### config.mk
export PLATFORM = sky130hd
export DESIGN_NAME = seg7_scan_decoder_flat
export DESIGN_NICKNAME = d
export VERILOG_FILES = /design/src/rtl/seg7_scan_decoder_if.sv /design/src/rtl/seg7_scan_decoder.sv /design/src/flat_wrapper.sv
export SDC_FILE = /design/constraint.sdc
export NUM_CORES = 1
export LEC_CHECK = 0
export ABC_AREA = 0
export BUFFER_PORTS_ARGS = -buffer_cell sky130_fd_sc_hd__buf_4
export CORE_MARGIN = 3
export CORE_UTILIZATION = 24
export CTS_CLUSTER_DIAMETER = 60
export DETAILED_ROUTE_END_ITERATION = 10
export PLACE_DENSITY = 0.37
export SYNTH_ARGS = -nofsm -noshare
export SYNTH_HDL_FRONTEND = slang
export SYNTH_SLANG_ARGS = --single-unit
### constraint.sdc
create_clock -name clk -period 8.87 [get_ports clk]
set_input_delay 1.774 -clock clk [delete_from_list [all_inputs] [get_ports clk]]
set_output_delay 1.774 -clock clk [all_outputs]
set_load 0.05 [all_outputs]
### src/rtl/seg7_scan_decoder_if.sv
// seg7_scan_decoder_if
//   Display-bus bundle for the 7-segment scan decoder.
//   master : drives the display pins (anodes, segments) and observes results.
//   slave  : the decoder; samples the pins and drives value/status.
//   anodes[3:0]   one-hot digit select (polarity set by the decoder parameters)
//   segments[6:0] bit0=a .. bit6=g
//   value[15:0]   committed nibbles, digit i at value[4i+3:4i]
//   digit_valid, blank [3:0]; illegal, update, locked single-bit status
interface seg7_scan_decoder_if;
   logic [3:0]  anodes;
   logic [6:0]  segments;
   logic [15:0] value;
   logic [3:0]  digit_valid;
   logic [3:0]  blank;
   logic        illegal;
   logic        update;
   logic        locked;

   modport master (
      output anodes, segments,
      input  value, digit_valid, blank, illegal, update, locked
   );

   modport slave (
      input  anodes, segments,
      output value, digit_valid, blank, illegal, update, locked
   );
endinterface

### src/rtl/seg7_scan_decoder.sv
// seg7_scan_decoder
//   Watches a multiplexed 4-digit 7-segment bus, waits for each digit to
//   settle, decodes the pattern back to a hex nibble and commits it once the
//   same pattern has been sampled MATCH_COUNT times in a row.
//   clk    system clock, rising edge
//   rst_n  asynchronous active-low reset
//   bus    seg7_scan_decoder_if.slave (anodes/segments in, status out)
module seg7_scan_decoder #(
   parameter bit          COMMON_ANODE     = 1'b0,
   parameter bit          ANODE_ACTIVE_LOW = 1'b1,
   parameter int unsigned SETTLE_CYCLES    = 4,
   parameter int unsigned MATCH_COUNT      = 2
) (
   input  logic                clk,
   input  logic                rst_n,
   seg7_scan_decoder_if.slave  bus
);

   localparam logic [7:0] SETTLE = 8'(SETTLE_CYCLES);
   localparam logic [3:0] MATCH  = 4'(MATCH_COUNT);

   logic [10:0] in_d, in_q;
   logic [3:0]  an_d_n, an_q_n;
   logic [6:0]  seg_q_n;
   logic [7:0]  cnt, cnt_nx;
   logic        hit, hit_nx;
   logic        load, oh_d;
   logic [1:0]  sel;

   logic [3:0]  cand_nib   [4];
   logic        cand_blank [4];
   logic [3:0]  mcnt       [4];

   logic [15:0] value;
   logic [3:0]  digit_valid, blank;
   logic        illegal, update;

   logic [3:0]  dec_nib;
   logic        dec_blank, dec_ill;
   logic [3:0]  mcnt_nx;
   logic        do_commit;

   assign in_d    = {bus.anodes, bus.segments};
   assign an_d_n  = ANODE_ACTIVE_LOW ? ~in_d[10:7] : in_d[10:7];
   assign an_q_n  = ANODE_ACTIVE_LOW ? ~in_q[10:7] : in_q[10:7];
   assign seg_q_n = COMMON_ANODE     ? ~in_q[6:0]  : in_q[6:0];

   // Settle counter is evaluated on the value about to enter in_q, so the
   // count after edge k equals the number of stable one-hot cycles so far.
   // hit marks the single cycle where the count first lands on SETTLE.
   always_comb begin
      load   = (in_d != in_q);
      oh_d   = $onehot(an_d_n);
      cnt_nx = '0;
      if (oh_d) begin
         if (load)                cnt_nx = 8'd1;
         else if (cnt >= SETTLE)  cnt_nx = SETTLE;
         else                     cnt_nx = cnt + 8'd1;
      end
      hit_nx = oh_d && (cnt_nx == SETTLE) && (load || (cnt != SETTLE));
   end

   always_ff @(posedge clk or negedge rst_n) begin
      if (!rst_n) begin
         in_q <= '0;
         cnt  <= '0;
         hit  <= 1'b0;
      end else begin
         in_q <= in_d;
         cnt  <= cnt_nx;
         hit  <= hit_nx;
      end
   end

   always_comb begin
      sel = '0;
      for (int unsigned i = 0; i < 4; i++)
         if (an_q_n[i]) sel = 2'(i);
   end

   always_comb begin
      dec_nib   = '0;
      dec_blank = 1'b0;
      dec_ill   = 1'b0;
      unique case (seg_q_n)
         7'h3F: dec_nib = 4'h0;
         7'h06: dec_nib = 4'h1;
         7'h5B: dec_nib = 4'h2;
         7'h4F: dec_nib = 4'h3;
         7'h66: dec_nib = 4'h4;
         7'h6D: dec_nib = 4'h5;
         7'h7D: dec_nib = 4'h6;
         7'h07: dec_nib = 4'h7;
         7'h7F: dec_nib = 4'h8;
         7'h6F: dec_nib = 4'h9;
         7'h77: dec_nib = 4'hA;
         7'h7C: dec_nib = 4'hB;
         7'h39: dec_nib = 4'hC;
         7'h5E: dec_nib = 4'hD;
         7'h79: dec_nib = 4'hE;
         7'h71: dec_nib = 4'hF;
         7'h00: dec_blank = 1'b1;
         default: dec_ill = 1'b1;
      endcase
   end

   always_comb begin
      mcnt_nx = 4'd1;
      if ({dec_blank, dec_nib} == {cand_blank[sel], cand_nib[sel]})
         mcnt_nx = (mcnt[sel] >= MATCH) ? MATCH : mcnt[sel] + 4'd1;
      do_commit = hit && !dec_ill && (mcnt_nx == MATCH) &&
                  (!digit_valid[sel] ||
                   value[{sel, 2'b00} +: 4] != dec_nib ||
                   blank[sel] != dec_blank);
   end

   always_ff @(posedge clk or negedge rst_n) begin
      if (!rst_n) begin
         for (int unsigned i = 0; i < 4; i++) begin
            cand_nib[i]   <= '0;
            cand_blank[i] <= 1'b0;
            mcnt[i]       <= '0;
         end
         value       <= '0;
         digit_valid <= '0;
         blank       <= '0;
         illegal     <= 1'b0;
         update      <= 1'b0;
      end else begin
         illegal <= 1'b0;
         update  <= 1'b0;
         if (hit) begin
            if (dec_ill) begin
               illegal   <= 1'b1;
               mcnt[sel] <= '0;
            end else begin
               cand_nib[sel]   <= dec_nib;
               cand_blank[sel] <= dec_blank;
               mcnt[sel]       <= mcnt_nx;
               if (do_commit) begin
                  value[{sel, 2'b00} +: 4] <= dec_nib;
                  blank[sel]               <= dec_blank;
                  digit_valid[sel]         <= 1'b1;
                  update                   <= 1'b1;
               end
            end
         end
      end
   end

   assign bus.value       = value;
   assign bus.digit_valid = digit_valid;
   assign bus.blank       = blank;
   assign bus.illegal     = illegal;
   assign bus.update      = update;
   assign bus.locked      = &digit_valid;

endmodule

### src/flat_wrapper.sv
// flat-port wrapper written by rule: the top's interface ports become plain ports
module seg7_scan_decoder_flat 
#(
   parameter bit          COMMON_ANODE     = 1'b0,
   parameter bit          ANODE_ACTIVE_LOW = 1'b1,
   parameter int unsigned SETTLE_CYCLES    = 4,
   parameter int unsigned MATCH_COUNT      = 2
)
  (clk, rst_n, bus_anodes, bus_segments, bus_value, bus_digit_valid, bus_blank, bus_illegal, bus_update, bus_locked);
  seg7_scan_decoder_if bus_i ();
  input  logic clk;
  input  logic rst_n;
  input wire logic [$bits(bus_i.anodes)-1:0] bus_anodes;
  input wire logic [$bits(bus_i.segments)-1:0] bus_segments;
  output wire logic [$bits(bus_i.value)-1:0] bus_value;
  output wire logic [$bits(bus_i.digit_valid)-1:0] bus_digit_valid;
  output wire logic [$bits(bus_i.blank)-1:0] bus_blank;
  output wire logic [$bits(bus_i.illegal)-1:0] bus_illegal;
  output wire logic [$bits(bus_i.update)-1:0] bus_update;
  output wire logic [$bits(bus_i.locked)-1:0] bus_locked;
  assign bus_i.anodes = bus_anodes;
  assign bus_i.segments = bus_segments;
  assign bus_value = bus_i.value;
  assign bus_digit_valid = bus_i.digit_valid;
  assign bus_blank = bus_i.blank;
  assign bus_illegal = bus_i.illegal;
  assign bus_update = bus_i.update;
  assign bus_locked = bus_i.locked;
  seg7_scan_decoder #(.COMMON_ANODE(COMMON_ANODE), .ANODE_ACTIVE_LOW(ANODE_ACTIVE_LOW), .SETTLE_CYCLES(SETTLE_CYCLES), .MATCH_COUNT(MATCH_COUNT)) u_core (.clk(clk), .rst_n(rst_n), .bus(bus_i));
endmodule
== After elaboration in Yosys (flattened, before gate mapping) ==
Cells that the tools add are included.
Word-level totals
  flip-flop bits (word level): 82
  input port bits: 13
  output and inout bits: 27
  logic and storage cells: 121
Cells by class
  add/subtract/negate cells: 6
  order comparisons: 6
  eq/ne operators: 24
  shift operators: 3
  muxes and demuxes: 40
  bitwise gates (word level): 6
  reductions and logical operators: 16
Operators by type and width (count)
  equality test 7 bit (second input constant): 12
  case mux 4 bit (15 select lines): 1
  bitwise mux 16 bit: 3
  two-way mux 4 bit: 7
  two-way mux 8 bit: 3
  OR reduction 17 bit: 1
  AND 16 bit: 1
  binary-select mux 4 bit (select 2 bit): 2
  two-way mux 16 bit: 1
  inverter 16 bit: 1
  variable shift 4 x 6 -> 16 bit (first input constant): 1
  indexed part select 16 x 5 -> 4 bit: 1
  indexed part select 4 x 6 -> 16 bit: 1
  equality test 7 x 3 -> 1 bit (second input constant): 2
  equality test 7 x 6 -> 1 bit (second input constant): 2
  two-way mux 1 bit: 13
  != test 11 bit: 1
  adder 8 x 1 -> 8 bit (second input constant): 1
  bitwise mux 4 bit: 2
  demux 4 bit (select 2 bit): 1
  equality test 8 x 3 -> 1 bit (second input constant): 1
  greater-or-equal comparator 8 x 3 -> 1 bit (second input constant): 1
  != test 8 x 3 -> 1 bit (second input constant): 1
  inverter 4 bit: 2
  other kinds (26): 39

== Longest topological paths before layout ==
Gate-level depths: netlist of run 1.
  word-level depth: 17
  gate-level depth with buffers: 11
  gate-level depth less buffers: 10

== Worst setup path before layout of run 1 ==
OpenSTA, ideal clock, no wires.
  path kind: input to register
  start: in bus_anodes[0]
  end: reg u_core.hit
  library setup time: 0.123 ns
  arrival time: 3.231 ns
  data required time: 8.747 ns
  slack: 5.517 ns
  stages on the path: 9
  buffers on the path: 0
  cells stage by stage: inv_1 ha_1 ha_1 fa_1 nor2_1 nand2_1 nor2_1 and4b_1 nor3_1
Between the ends
  word-level cells in the longest chain between the ends: 8
  elaborated cells between the ends (all ways): 11
  those cells by class: add/sub (2); eq/ne (3); mux (2); bitwise (1); reduce/logical (3)
RTL lines
  from (decl): RTL line flat_wrapper.sv:13  | input wire logic [$bits(bus_i.anodes)-1:0] bus_anodes;
  inverter 4 bit: RTL line seg7_scan_decoder.sv:44  | assign an_d_n = ANODE_ACTIVE_LOW ? ~in_d[10:7] : in_d[10:7];
  adder 1 x 1 -> 2 bit (not written as such): RTL line seg7_scan_decoder.sv:53  | oh_d = $onehot(an_d_n);
  adder 3 bit (not written as such): RTL line seg7_scan_decoder.sv:53
  equality test 3 x 1 -> 1 bit: RTL line seg7_scan_decoder.sv:53
  two-way mux 8 bit *: RTL line seg7_scan_decoder.sv:55  | if (oh_d) begin
  named net u_core.cnt_nx[1]: RTL line seg7_scan_decoder.sv:25  | logic [7:0] cnt, cnt_nx;
  equality test 8 x 3 -> 1 bit *: RTL line seg7_scan_decoder.sv:60  | hit_nx = oh_d && (cnt_nx == SETTLE) && (load || (cnt != SETTLE));
  logical AND 1 bit * (2 in series): RTL line seg7_scan_decoder.sv:60
  named net u_core.hit_nx: RTL line seg7_scan_decoder.sv:26  | logic hit, hit_nx;
  to (signal assigned): RTL line seg7_scan_decoder.sv:71  | hit <= hit_nx;
  to (decl): RTL line seg7_scan_decoder.sv:26
Mark *: on every way through the listed nets, which the timed path passes. The rest lies on a longest branch.
A chain may end at the register's enable or synchronous reset.

== Worst setup path after layout of run 1 ==
  start: reg u_core.in_q[8]
  end: reg u_core.blank[0], in the netlist u_core.bus.blank[0]
Between the ends
  word-level cells in the longest chain between the ends: 15
  elaborated cells between the ends (all ways): 39
  those cells by class: add/sub (1); order compare (3); eq/ne (4); shift (1); mux (21); bitwise (2); reduce/logical (7)
RTL lines
  from (decl): RTL line seg7_scan_decoder.sv:22  | logic [10:0] in_d, in_q;
  from (signal assigned): RTL line seg7_scan_decoder.sv:69  | in_q <= in_d;
  inverter 4 bit *: RTL line seg7_scan_decoder.sv:45  | assign an_q_n = ANODE_ACTIVE_LOW ? ~in_q[10:7] : in_q[10:7];
  two-way mux 1 bit *: RTL line seg7_scan_decoder.sv:78  | if (an_q_n[i]) sel = 2'(i);
  two-way mux 2 bit * (2 in series): RTL line seg7_scan_decoder.sv:78
  inverter 2 -> 3 bit (not written as such): RTL line seg7_scan_decoder.sv:109, seg7_scan_decoder.sv:110
  binary-select mux 4 bit (select 2 bit): RTL line seg7_scan_decoder.sv:110  | mcnt_nx = (mcnt[sel] >= MATCH) ? MATCH : mcnt[sel] + 4'd1;
  two-way mux 4 bit (not written as such) (2 in series): RTL line seg7_scan_decoder.sv:110
  adder 4 x 1 -> 4 bit or greater-or-equal comparator 4 x 2 -> 1 bit (tied branches): RTL line seg7_scan_decoder.sv:110
  two-way mux 4 bit: RTL line seg7_scan_decoder.sv:110
  two-way mux 4 bit: RTL line seg7_scan_decoder.sv:109  | if ({dec_blank, dec_nib} == {cand_blank[sel], cand_nib[sel]})
  equality test 4 x 2 -> 1 bit: RTL line seg7_scan_decoder.sv:111  | do_commit = hit && !dec_ill && (mcnt_nx == MATCH) &&
  logical AND 1 bit (2 in series): RTL line seg7_scan_decoder.sv:111
  AND reduction 3 bit (no line)
  to (signal, indexed assignment): RTL line seg7_scan_decoder.sv:142  | blank[sel] <= dec_blank;
  to (decl): RTL line seg7_scan_decoder.sv:35  | logic [3:0] digit_valid, blank;
Mark *: on every way between the ends. The rest lies on a longest branch, timed or not. The select of a mux whose other input is x is not followed.

==> results of run 1 <==
report_power, final:
group | internal [mW] | total, mW | switching (mW)
registers | 0.379 | 0.389 | 0.0107
clock network | 0.230 | 0.380 | 0.149
logic | 0.0199 | 0.0557 | 0.0358
total | 0.629 | 0.825 | 0.196
routing by layer:
metal / wire length (µm) / vias to the layer above / global-route usage (%)
met5: 0 / - / 0
met4: 167 / 0 / 3.82
met3: 401 / 10 / 2.77
met2: 5060 / 60 / 17.4
met1: 6230 / 1576 / 19.4
li1: - / 1518 / -
cell usage after synthesis, types with 3 or more instances:
| master | instances |
|---|---|
| sky130_fd_sc_hd__or3b_1 | 3 |
| sky130_fd_sc_hd__inv_1 | 16 |
| sky130_fd_sc_hd__nand4b_1 | 3 |
| sky130_fd_sc_hd__nand2b_1 | 5 |
| sky130_fd_sc_hd__ha_1 | 7 |
| sky130_fd_sc_hd__and4b_1 | 3 |
| sky130_fd_sc_hd__nor2_1 | 43 |
| sky130_fd_sc_hd__or3_1 | 3 |
| sky130_fd_sc_hd__or2_2 | 3 |
| sky130_fd_sc_hd__o21ai_0 | 18 |
| sky130_fd_sc_hd__clkbuf_1 | 6 |
| sky130_fd_sc_hd__nor4_1 | 3 |
| sky130_fd_sc_hd__nand3_1 | 6 |
| sky130_fd_sc_hd__mux2_2 | 6 |
| sky130_fd_sc_hd__xor2_1 | 13 |
| sky130_fd_sc_hd__a22o_1 | 13 |
| sky130_fd_sc_hd__nor3_1 | 7 |
| sky130_fd_sc_hd__dfrtp_1 | 82 |
| sky130_fd_sc_hd__nor2b_1 | 10 |
| sky130_fd_sc_hd__and2_1 | 7 |
| sky130_fd_sc_hd__or4_1 | 3 |
| sky130_fd_sc_hd__nand3b_1 | 7 |
| sky130_fd_sc_hd__mux2i_1 | 9 |
| sky130_fd_sc_hd__nand2_1 | 17 |
| sky130_fd_sc_hd__xnor2_1 | 4 |
| sky130_fd_sc_hd__nand4_1 | 3 |
| sky130_fd_sc_hd__mux2_4 | 8 |
| sky130_fd_sc_hd__a21oi_1 | 26 |
| sky130_fd_sc_hd__a221oi_1 | 7 |
| sky130_fd_sc_hd__buf_4 | 4 |
| sky130_fd_sc_hd__buf_2 | 10 |
logic make-up after synthesis:
kind of cell,count (synthesis),share of synthesized area (%)
AOI/OAI and AO/OA,88,14.1
xor gates and xnor gates,19,4.46
adders and majority gates,8,2.49
buffers and inverters,39,4.37
DFF,82,47.5
muxes,23,6.43
other,1,0.0868
and+or+nand+nor,145,20.5
state kept, by name, indices dropped and copies added (netlist names):
name	cells
u_core.bus.update	1
u_core.cnt	8
u_core.bus.value	16
u_core.mcnt	16
u_core.cand_blank	4
u_core.bus.blank	4
u_core.cand_nib	16
u_core.hit	1
u_core.bus.digit_valid	4
u_core.in_q	11
u_core.bus.illegal	1
placed cells by master, fill, tap and decap left out, drive strengths merged, types with 5 or more instances in the layout:
| master | count |
|---|---|
| nor2b | 10 |
| o21ai | 18 |
| a221oi | 8 |
| a22o | 13 |
| nor2 | 44 |
| conb | 5 |
| nand3 | 7 |
| ha | 7 |
| xnor2 | 6 |
| mux2i | 9 |
| nor3 | 8 |
| xor2 | 13 |
| a21oi | 28 |
| nand3b | 7 |
| nand2 | 18 |
| and2 | 7 |
| inv | 17 |
| mux2 | 14 |
| nand2b | 5 |
| nor4 | 5 |
| dfrtp | 82 |
| clkbuf | 12 |
| buf | 43 |
area by class of cell:
cell class | instances | share of cell area [%]
Clock inverter | 2 | 0.735
Timing Repair Buffer | 43 | 6.32
Tap cell | 225 | 5.51
Sequential cell | 82 | 40.2
Inverter | 17 | 1.25
Clock buffer | 12 | 5.02
Multi-Input combinational cell | 288 | 41.0
worst max-delay path by stage:
stage	slack, ps	startpoint	to
2_1_floorplan	5520	bus_anodes[0]	u_core.hit$_DFF_PN0_
3_3_place_gp	5100	u_core.in_q[9]$_DFF_PN0_	u_core.bus.blank[0]$_DFFE_PN0P_
4_1_cts	4950	u_core.in_q[8]$_DFF_PN0_	u_core.bus.value[1]$_DFFE_PN0P_
5_1_grt	4740	u_core.in_q[8]$_DFF_PN0_	u_core.bus.value[0]$_DFFE_PN0P_
6_report	4980	u_core.in_q[8]$_DFF_PN0_	u_core.bus.blank[0]$_DFFE_PN0P_
3_5_place_dp	5000	u_core.in_q[9]$_DFF_PN0_	u_core.bus.value[0]$_DFFE_PN0P_
metrics by stage:
| step | hold slack, ps | instances | setup slack (ps) | power (mW) |
|---|---|---|---|---|
| 2_1_floorplan | 442 | 409 | 5520 | 0.428 |
| 3_3_place_gp | 461 | 655 | 5100 | 0.453 |
| 3_5_place_dp | 469 | 655 | 5000 | 0.453 |
| 4_1_cts | 482 | 669 | 4950 | 0.840 |
| 5_1_grt | 514 | 669 | 4740 | 0.862 |
| 6_report | 480 | 669 | 4980 | 0.825 |
tightest hold or removal path, cell delays in order, from the launching register on:
cell and delay [ps]:
sky130_fd_sc_hd__dfrtp_1 340, sky130_fd_sc_hd__nand2_1 50, sky130_fd_sc_hd__o21ai_0 60
==> metrics.log, run 1 <==
[metrics] Top Ports: 40
[metrics] CTS Root Buffer Type: sky130_fd_sc_hd__clkbuf_16
[metrics] vias per cell: around 4.7
[metrics] Wirelength per Cell: between 15 and 20 µm
[metrics] total number of placement rows: 48
[metrics] count of unique library cells instantiated by Yosys: 73
[metrics] result of the run: finished, final reports clean
[metrics] unrepaired setup endpoints after global routing: false
[metrics] FILL cells: approximately 1800
[metrics] post-route DRC violation count: 0
[metrics] worst min-delay path endpoint: u_core.mcnt[1]$_DFFE_PN0P_
[metrics] critical path startpoint category: register
[metrics] Crit path buffers/inverters: 0
[metrics] GRT Total Usage: approximately 13%
[metrics] ranking of synthesized cells by area: sky130_fd_sc_hd__dfrtp_1, sky130_fd_sc_hd__nor2_1, sky130_fd_sc_hd__a21oi_1, sky130_fd_sc_hd__mux2_4, sky130_fd_sc_hd__a22o_1
[metrics] die span in y: 140 µm
[metrics] Synth top area share: between 40% and 50%
[metrics] VDD IR max: approximately 0.090 mV
[metrics] clock buffer depth: 2
[metrics] family with the most delay on the worst path: simple AND/OR/NAND/NOR gates
[metrics] antenna viol nets, final: 0
[metrics] slowest CP cell: sky130_fd_sc_hd__or4b_1
[metrics] number of buffers inserted by port buffering: 39
[metrics] proportion of synthesized flip-flops having asynchronous set or reset: between 90% and 100%
[metrics] PostCTS Resize Cnt: 0
[metrics] number of cell instances on the worst register-to-register path: 8
[metrics] via count of the first global-routing pass: ~3100
[metrics] max_slew headroom: 42.7%
[metrics] cell depth of the worst setup path: 8
[metrics] # diodes: 0
[metrics] synthesized area divided by synthesized cell count: approximately 11 µm²
[metrics] setup bufs post-CTS: 0
[metrics] area of combinational cells with multiple inputs: 2090 µm²
[metrics] number of detailed-route iterations in the first pass: 4
[metrics] pin count of the biggest net entering global routing: 60
[metrics] global placer's final weighted congestion: between 0.7 and 0.8
[metrics] Final Hold Fails: 0
[metrics] Num CTS Buffers: 9
[metrics] Hold Crit Start: u_core.mcnt[1]$_DFFE_PN0P_
[metrics] horizontal die dimension: about 140 µm
[metrics] quantity of hold-fixing buffers added after cts: 0
[metrics] setup violation total in the final timing report: 0
[metrics] first-pass GRT wire length: 19.0 mm
[metrics] TritonCTS clock tree: done
[metrics] CTS sink cnt: 82
[metrics] arrival time of data at the critical path endpoint: approximately 4100 ps
[metrics] slack of the worst reg-to-reg path: roughly 5000 ps
[metrics] Reg area: 2050 µm²
[metrics] iteration-0 DRC count of the detailed router: 181
[metrics] worst hold stages: 2
[metrics] number of synthesized flops with an enable pin: 0
[metrics] critical setup path kind: register to register
[metrics] insertion delay to the later sink of the worst-skew pair: about 350 ps
[metrics] cell chain of the critical path: nor2b_1, a22o_1, a221oi_1, ha_1, o31ai_1, nand4b_4, or4b_1, mux2_4
[metrics] Die Outline Area: between 15000 and 20000 µm²
[metrics] maximum clock frequency: ~0.26 GHz
[metrics] Area growth syn-to-layout: 18.3%
[metrics] gr ovfl total: 0
[metrics] half-perimeter wire length after detailed placement: around 8.7 mm
[metrics] count of pins over their slew limit: 0
[metrics] crit-path max FO: 11
[metrics] capturing element type of the critical path: register
[metrics] r2r endpoint: u_core.bus.blank[0]$_DFFE_PN0P_
[metrics] cell count after synthesis: slightly above 400
[metrics] register area share after synthesis: between 40% and 50%
[metrics] Post-Route WL: about 12 mm
[metrics] post-layout minimum cycle time: 3890 ps
[metrics] Core Box Area: about 17000 µm²
[metrics] Yosys top cell by area: sky130_fd_sc_hd__dfrtp_1
[metrics] total cell area at the placement stage: between 4000 and 5000 µm²
[metrics] Final Net Count: between 400 and 500
[metrics] area of the mapped netlist: roughly 4300 µm²
[metrics] yosys synthesis warning count: 0
[metrics] reg-to-reg critical path startpoint: u_core.in_q[8]$_DFF_PN0_
[metrics] Worst Skew: between 8 and 9 ps
[metrics] layout cells sized above 1: 20.7%
[metrics] Primary FF master, synth: sky130_fd_sc_hd__dfrtp_1
[metrics] Layout Utilization: ~29%
[metrics] total negative setup slack: 0 ps
[metrics] total power density per cell area: approximately 160 nW/µm²
[metrics] post-synthesis register bit count: just over 80
[metrics] Worst Tran Pin Value: about 860 ps
[metrics] portion of the clock cycle consumed by the worst path in the final layout: 43.9%
[metrics] Leak: roughly 2.3 nW
[metrics] CP max stage delay: 710 ps
[metrics] clock edge transition at the registers on the reported setup and hold paths: around 60 ps
[metrics] HP Class: register to register
[metrics] summed area of non-filler cells in the final layout: 5110 µm²
[metrics] antenna violations before repair: 0
[metrics] total number of vias: around 3200
[metrics] max-cap viol count: 0
[metrics] initial cell density of the core: between 20% and 30%
[metrics] Critical Path RT: slightly above 9000 ps
[metrics] number of levels the H-tree was split into: 3
(Power assumes the default switching activity.)
==> inputs of run 2 (changes only) <==
--- a/config.mk
+++ b/config.mk
@@ -5,13 +5,13 @@
 export SDC_FILE = /design/constraint.sdc
 export NUM_CORES = 1
 export LEC_CHECK = 0
-export ABC_AREA = 0
+export ABC_AREA = 1
 export BUFFER_PORTS_ARGS = -buffer_cell sky130_fd_sc_hd__buf_4
 export CORE_MARGIN = 3
 export CORE_UTILIZATION = 24
 export CTS_CLUSTER_DIAMETER = 60
 export DETAILED_ROUTE_END_ITERATION = 10
-export PLACE_DENSITY = 0.37
+export PLACE_DENSITY = 0.38
 export SYNTH_ARGS = -nofsm -noshare
 export SYNTH_HDL_FRONTEND = slang
 export SYNTH_SLANG_ARGS = --single-unit
==> constraint.sdc (replaced) <==
create_clock -name clk -period 3.35 [get_ports clk]
set_input_delay 0.67 -clock clk [delete_from_list [all_inputs] [get_ports clk]]
set_output_delay 0.67 -clock clk [all_outputs]
set_load 0.05 [all_outputs]
==> run 2 against run 1 <==
Utilization is 0.14 points higher. Register-to-register slack worse by 4400 ps. Clock-buffer cell count is 2 lower. Wire length is 4.7% higher. Critical path type unchanged. Sequential share of layout area is 1.8 points lower. Critical path depth is 10 higher.
==> metrics.log, run 2 <==
[metrics] result of the run: finished, final reports clean
[metrics] count of pins over their slew limit: 0
[metrics] fraction of the mapped netlist area in simple logic gates: ~34%
[metrics] GRT Total Usage: between 10% and 20%
[metrics] largest family of logic cells by synthesized area: simple AND/OR/NAND/NOR gates
[metrics] insertion delay to the later sink of the worst-skew pair: ~350 ps
[metrics] number of levels the H-tree was split into: 3
[metrics] ranking of synthesized cells by area: sky130_fd_sc_hd__dfrtp_1, sky130_fd_sc_hd__nand2_1, sky130_fd_sc_hd__inv_1, sky130_fd_sc_hd__nand3_1, sky130_fd_sc_hd__o21ai_0
[metrics] area share of fa/ha/maj cells after synthesis: 2.39%
[metrics] portion of the clock cycle consumed by the worst path in the final layout: 81.7%
[metrics] first-pass GRT wire length: between 20 and 25 mm
[metrics] Critical Path RT: approximately 3600 ps
[metrics] post-layout minimum cycle time: between 2000 and 3000 ps
[metrics] max_slew headroom: roughly 53%
[metrics] synthesized area divided by synthesized cell count: 7.82 µm²
[metrics] Primary FF master, synth: sky130_fd_sc_hd__dfrtp_1
[metrics] setup bufs post-CTS: 0
[metrics] antenna viol nets, final: 0
[metrics] Wirelength per Cell: 14.5 µm
[metrics] # diodes: 0
[metrics] Yosys top cell by area: sky130_fd_sc_hd__dfrtp_1
[metrics] critical path startpoint category: register
[metrics] post-route DRC violation count: 0
[metrics] Setup WS pre-CTS: around 390 ps
[metrics] Crit path buffers/inverters: 3
[metrics] total negative setup slack: 0 ps
[metrics] met1 layer usage reported by global route: between 10% and 20%
[metrics] Final Net Count: ~650
[metrics] Regs by FF count: u_core.bus.value: 16 flops, u_core.cand_nib: 16 flops, u_core.mcnt: 16 flops
[metrics] non-filler instance count after layout: approximately 860
[metrics] Area growth syn-to-layout: 18.7%
[metrics] capturing element type of the critical path: register
[metrics] area of combinational cells with multiple inputs: between 2000 and 2500 µm²
[metrics] complex-gate fraction of the synthesized area: under 10%
[metrics] critical path startpoint: u_core.in_q[8]$_DFF_PN0_
[metrics] total number of vias: between 3000 and 4000
[metrics] busiest layer in global routing: met2
[metrics] Worst Tran Pin Value: about 700 ps
[metrics] met3 routing resource usage after global routing: around 3.3%
[metrics] number of synthesized flops with an enable pin: 0
[metrics] reg-to-reg critical path startpoint: u_core.in_q[8]$_DFF_PN0_
[metrics] horizontal die dimension: between 100 and 150 µm
[metrics] max-cap viol count: 0
[metrics] area of the mapped netlist: ~4500 µm²
[metrics] cell chain of the critical path: inv_2, nand2_1, nand2_2, inv_1, o21ai_0, nand2_1, inv_1, ha_1, a21oi_1, nand2_1, nor2_1, nand3_1, a21oi_1, nor2_2, nand2_2, nor2_4, nand3_1, nand2_1
[metrics] TritonCTS clock tree: done
[metrics] share of cell area taken by muxes after synthesis: 0%
[metrics] iteration-0 DRC count of the detailed router: roughly 180
[metrics] Synth Area in XOR/XNOR: about 1.6%
[metrics] arrival time of data at the critical path endpoint: just over 3000 ps
[metrics] maximum clock frequency: 0.366 GHz
[metrics] cell depth of the worst setup path: 18
[metrics] most frequent cells in the layout: sky130_fd_sc_hd__nand2_1, sky130_fd_sc_hd__dfrtp_1, sky130_fd_sc_hd__inv_1, sky130_fd_sc_hd__nor2_1
[metrics] total number of placement rows: slightly below 50
[metrics] Final Hold Fails: 0
[metrics] count of unique library cells instantiated by Yosys: 36
[metrics] gr ovfl total: 0
[metrics] proportion of synthesized flip-flops having asynchronous set or reset: between 90% and 100%
[metrics] crit-path max FO: 21
[metrics] number of cells after detailed placement: 842
[metrics] Worst Skew: ~8.6 ps
[metrics] vias per cell: approximately 4.5
[metrics] crit path capture: u_core.bus.blank[1]$_DFFE_PN0P_
[metrics] pin count of the biggest net entering global routing: between 50 and 60
[metrics] yosys synthesis warning count: 0
[metrics] half-perimeter wire length after detailed placement: ~9.3 mm
[metrics] post-synthesis register bit count: 82
[metrics] HP Class: primary input to async pin
[metrics] setup violation total in the final timing report: 0
[metrics] total power density per cell area: slightly above 400 nW/µm²
[metrics] unrepaired setup endpoints after global routing: false
[metrics] die span in y: ~140 µm
[metrics] critical setup path kind: register to register
[metrics] via count of the first global-routing pass: ~4000
[metrics] VDD IR max: around 0.26 mV
[metrics] global placer's final weighted congestion: between 0.8 and 0.9
[metrics] number of detailed-route iterations in the first pass: 4
[metrics] cell count after synthesis: around 580
[metrics] Synth top area share: between 40% and 50%
[metrics] most common cell after layout, fill and taps aside: sky130_fd_sc_hd__nand2_1
[metrics] Leak: ~2.7 nW
[metrics] Post-synth top cells: sky130_fd_sc_hd__nand2_1, sky130_fd_sc_hd__dfrtp_1, sky130_fd_sc_hd__inv_1, sky130_fd_sc_hd__nor2_1, sky130_fd_sc_hd__nand3_1
[metrics] met2 global-route usage: a little over a fifth
[metrics] clock edge transition at the registers on the reported setup and hold paths: approximately 60 ps
[metrics] number of buffers inserted by port buffering: 39
[metrics] antenna violations before repair: 0
[metrics] r2r endpoint: u_core.bus.blank[1]$_DFFE_PN0P_
[metrics] clock buffer depth: 2
[metrics] CP max stage delay: between 400 and 500 ps
[metrics] Num CTS Buffers: 9
[metrics] CTS sink cnt: 82
[metrics] layout cells sized above 1: roughly 18%
[metrics] Post-Route WL: approximately 12 mm
[metrics] leading cell type by number of instances after synthesis: sky130_fd_sc_hd__nand2_1
[metrics] number of cell instances on the worst register-to-register path: 18
[metrics] CTS Root Buffer Type: sky130_fd_sc_hd__clkbuf_16
[metrics] slowest CP cell: sky130_fd_sc_hd__dfrtp_1
[metrics] Top Ports: 40
[metrics] Final Worst Setup Slack: 614 ps
[metrics] register area share after synthesis: approximately 46%
[metrics] cell seen most often among critical-path stages: sky130_fd_sc_hd__nand2_1
[metrics] FILL cells: between 1500 and 2000
[metrics] Core Box Area: 18200 µm²
[metrics] Die Outline Area: roughly 20000 µm²
[metrics] slack of the worst reg-to-reg path: 610 ps
[metrics] initial cell density of the core: roughly a quarter
[metrics] Reg area: 2050 µm²
[metrics] family with the most delay on the worst path: simple AND/OR/NAND/NOR gates
==> run 2: cell families (layout without fill, tap and decap cells) <==
kind of cell	count (synthesis)	after routing
simple gates	313	313
buf+inv	88	135
flops	82	82
compound gates	76	76
fa+ha+maj	8	8
xor+xnor	8	8
other cells	1	5
==> run 2: layout make-up <==
class	instances	share of cell area, %
clock inverter	4	0.842
tap	229	5.36
sequential	82	38.4
multi-input combinational	410	39.5
clock buffer	10	4.28
timing repair buffer	45	6.32
inverter	76	5.34
==> run 2: metal layers <==
| metal | wire length (µm) | up-vias |
|---|---|---|
| met5 | 0 | - |
| met4 | 179 | 0 |
| met3 | 558 | 12 |
| met2 | 5770 | 75 |
| met1 | 5910 | 1838 |
| li1 | - | 1912 |
==> run 2: stage by stage <==
step	utilization, %	hold slack (ps)	area (µm²)	total power [mW]
floorplan	-	374	4520	1.17
global placement	27.8	461	5070	1.25
detailed placement	27.8	447	5070	1.25
CTS	29.4	403	5350	2.23
global route	29.4	430	5350	2.30
finish	29.4	369	5350	2.19
==> run 2: worst min-delay path by stage <==
stage	endpoint	slack, ps	cells past startpoint
final	u_core.bus.update$_DFF_PN0_	370	1
after global routing	u_core.bus.value[3]$_DFFE_PN0P_	430	1
after CTS	u_core.bus.update$_DFF_PN0_	400	1
after detailed placement	u_core.mcnt[7]$_DFFE_PN0P_	450	2
after global placement	u_core.mcnt[7]$_DFFE_PN0P_	460	2
after floorplan	u_core.bus.blank[0]$_DFFE_PN0P_	370	0
==> run 2: power breakdown <==
group          internal, mW  switching (mW)  leakage [nW]
Clock                 0.565           0.390         0.138
Sequential             1.00          0.0156          1.11
Combinational        0.0685           0.144          1.50
Total                  1.64           0.550          2.74
==> run 2: timing repair <==
item	in CTS	in global routing
hold buffers	0	0
endpoints found under the setup margin	0	5
gates resized for setup	0	1
==> run 2: worst register-to-register path: stages (launching register included) <==
cell and delay [ps]:
sky130_fd_sc_hd__dfrtp_1 470, sky130_fd_sc_hd__inv_2 90, sky130_fd_sc_hd__nand2_1 60, sky130_fd_sc_hd__nand2_2 260
sky130_fd_sc_hd__inv_1 100, sky130_fd_sc_hd__o21ai_0 180, sky130_fd_sc_hd__nand2_1 110, sky130_fd_sc_hd__inv_1 80
sky130_fd_sc_hd__ha_1 150, sky130_fd_sc_hd__a21oi_1 40, sky130_fd_sc_hd__nand2_1 80, sky130_fd_sc_hd__nor2_1 50
sky130_fd_sc_hd__nand3_1 90, sky130_fd_sc_hd__a21oi_1 70, sky130_fd_sc_hd__nor2_2 130, sky130_fd_sc_hd__nand2_2 100
sky130_fd_sc_hd__nor2_4 390, sky130_fd_sc_hd__nand3_1 140, sky130_fd_sc_hd__nand2_1 100
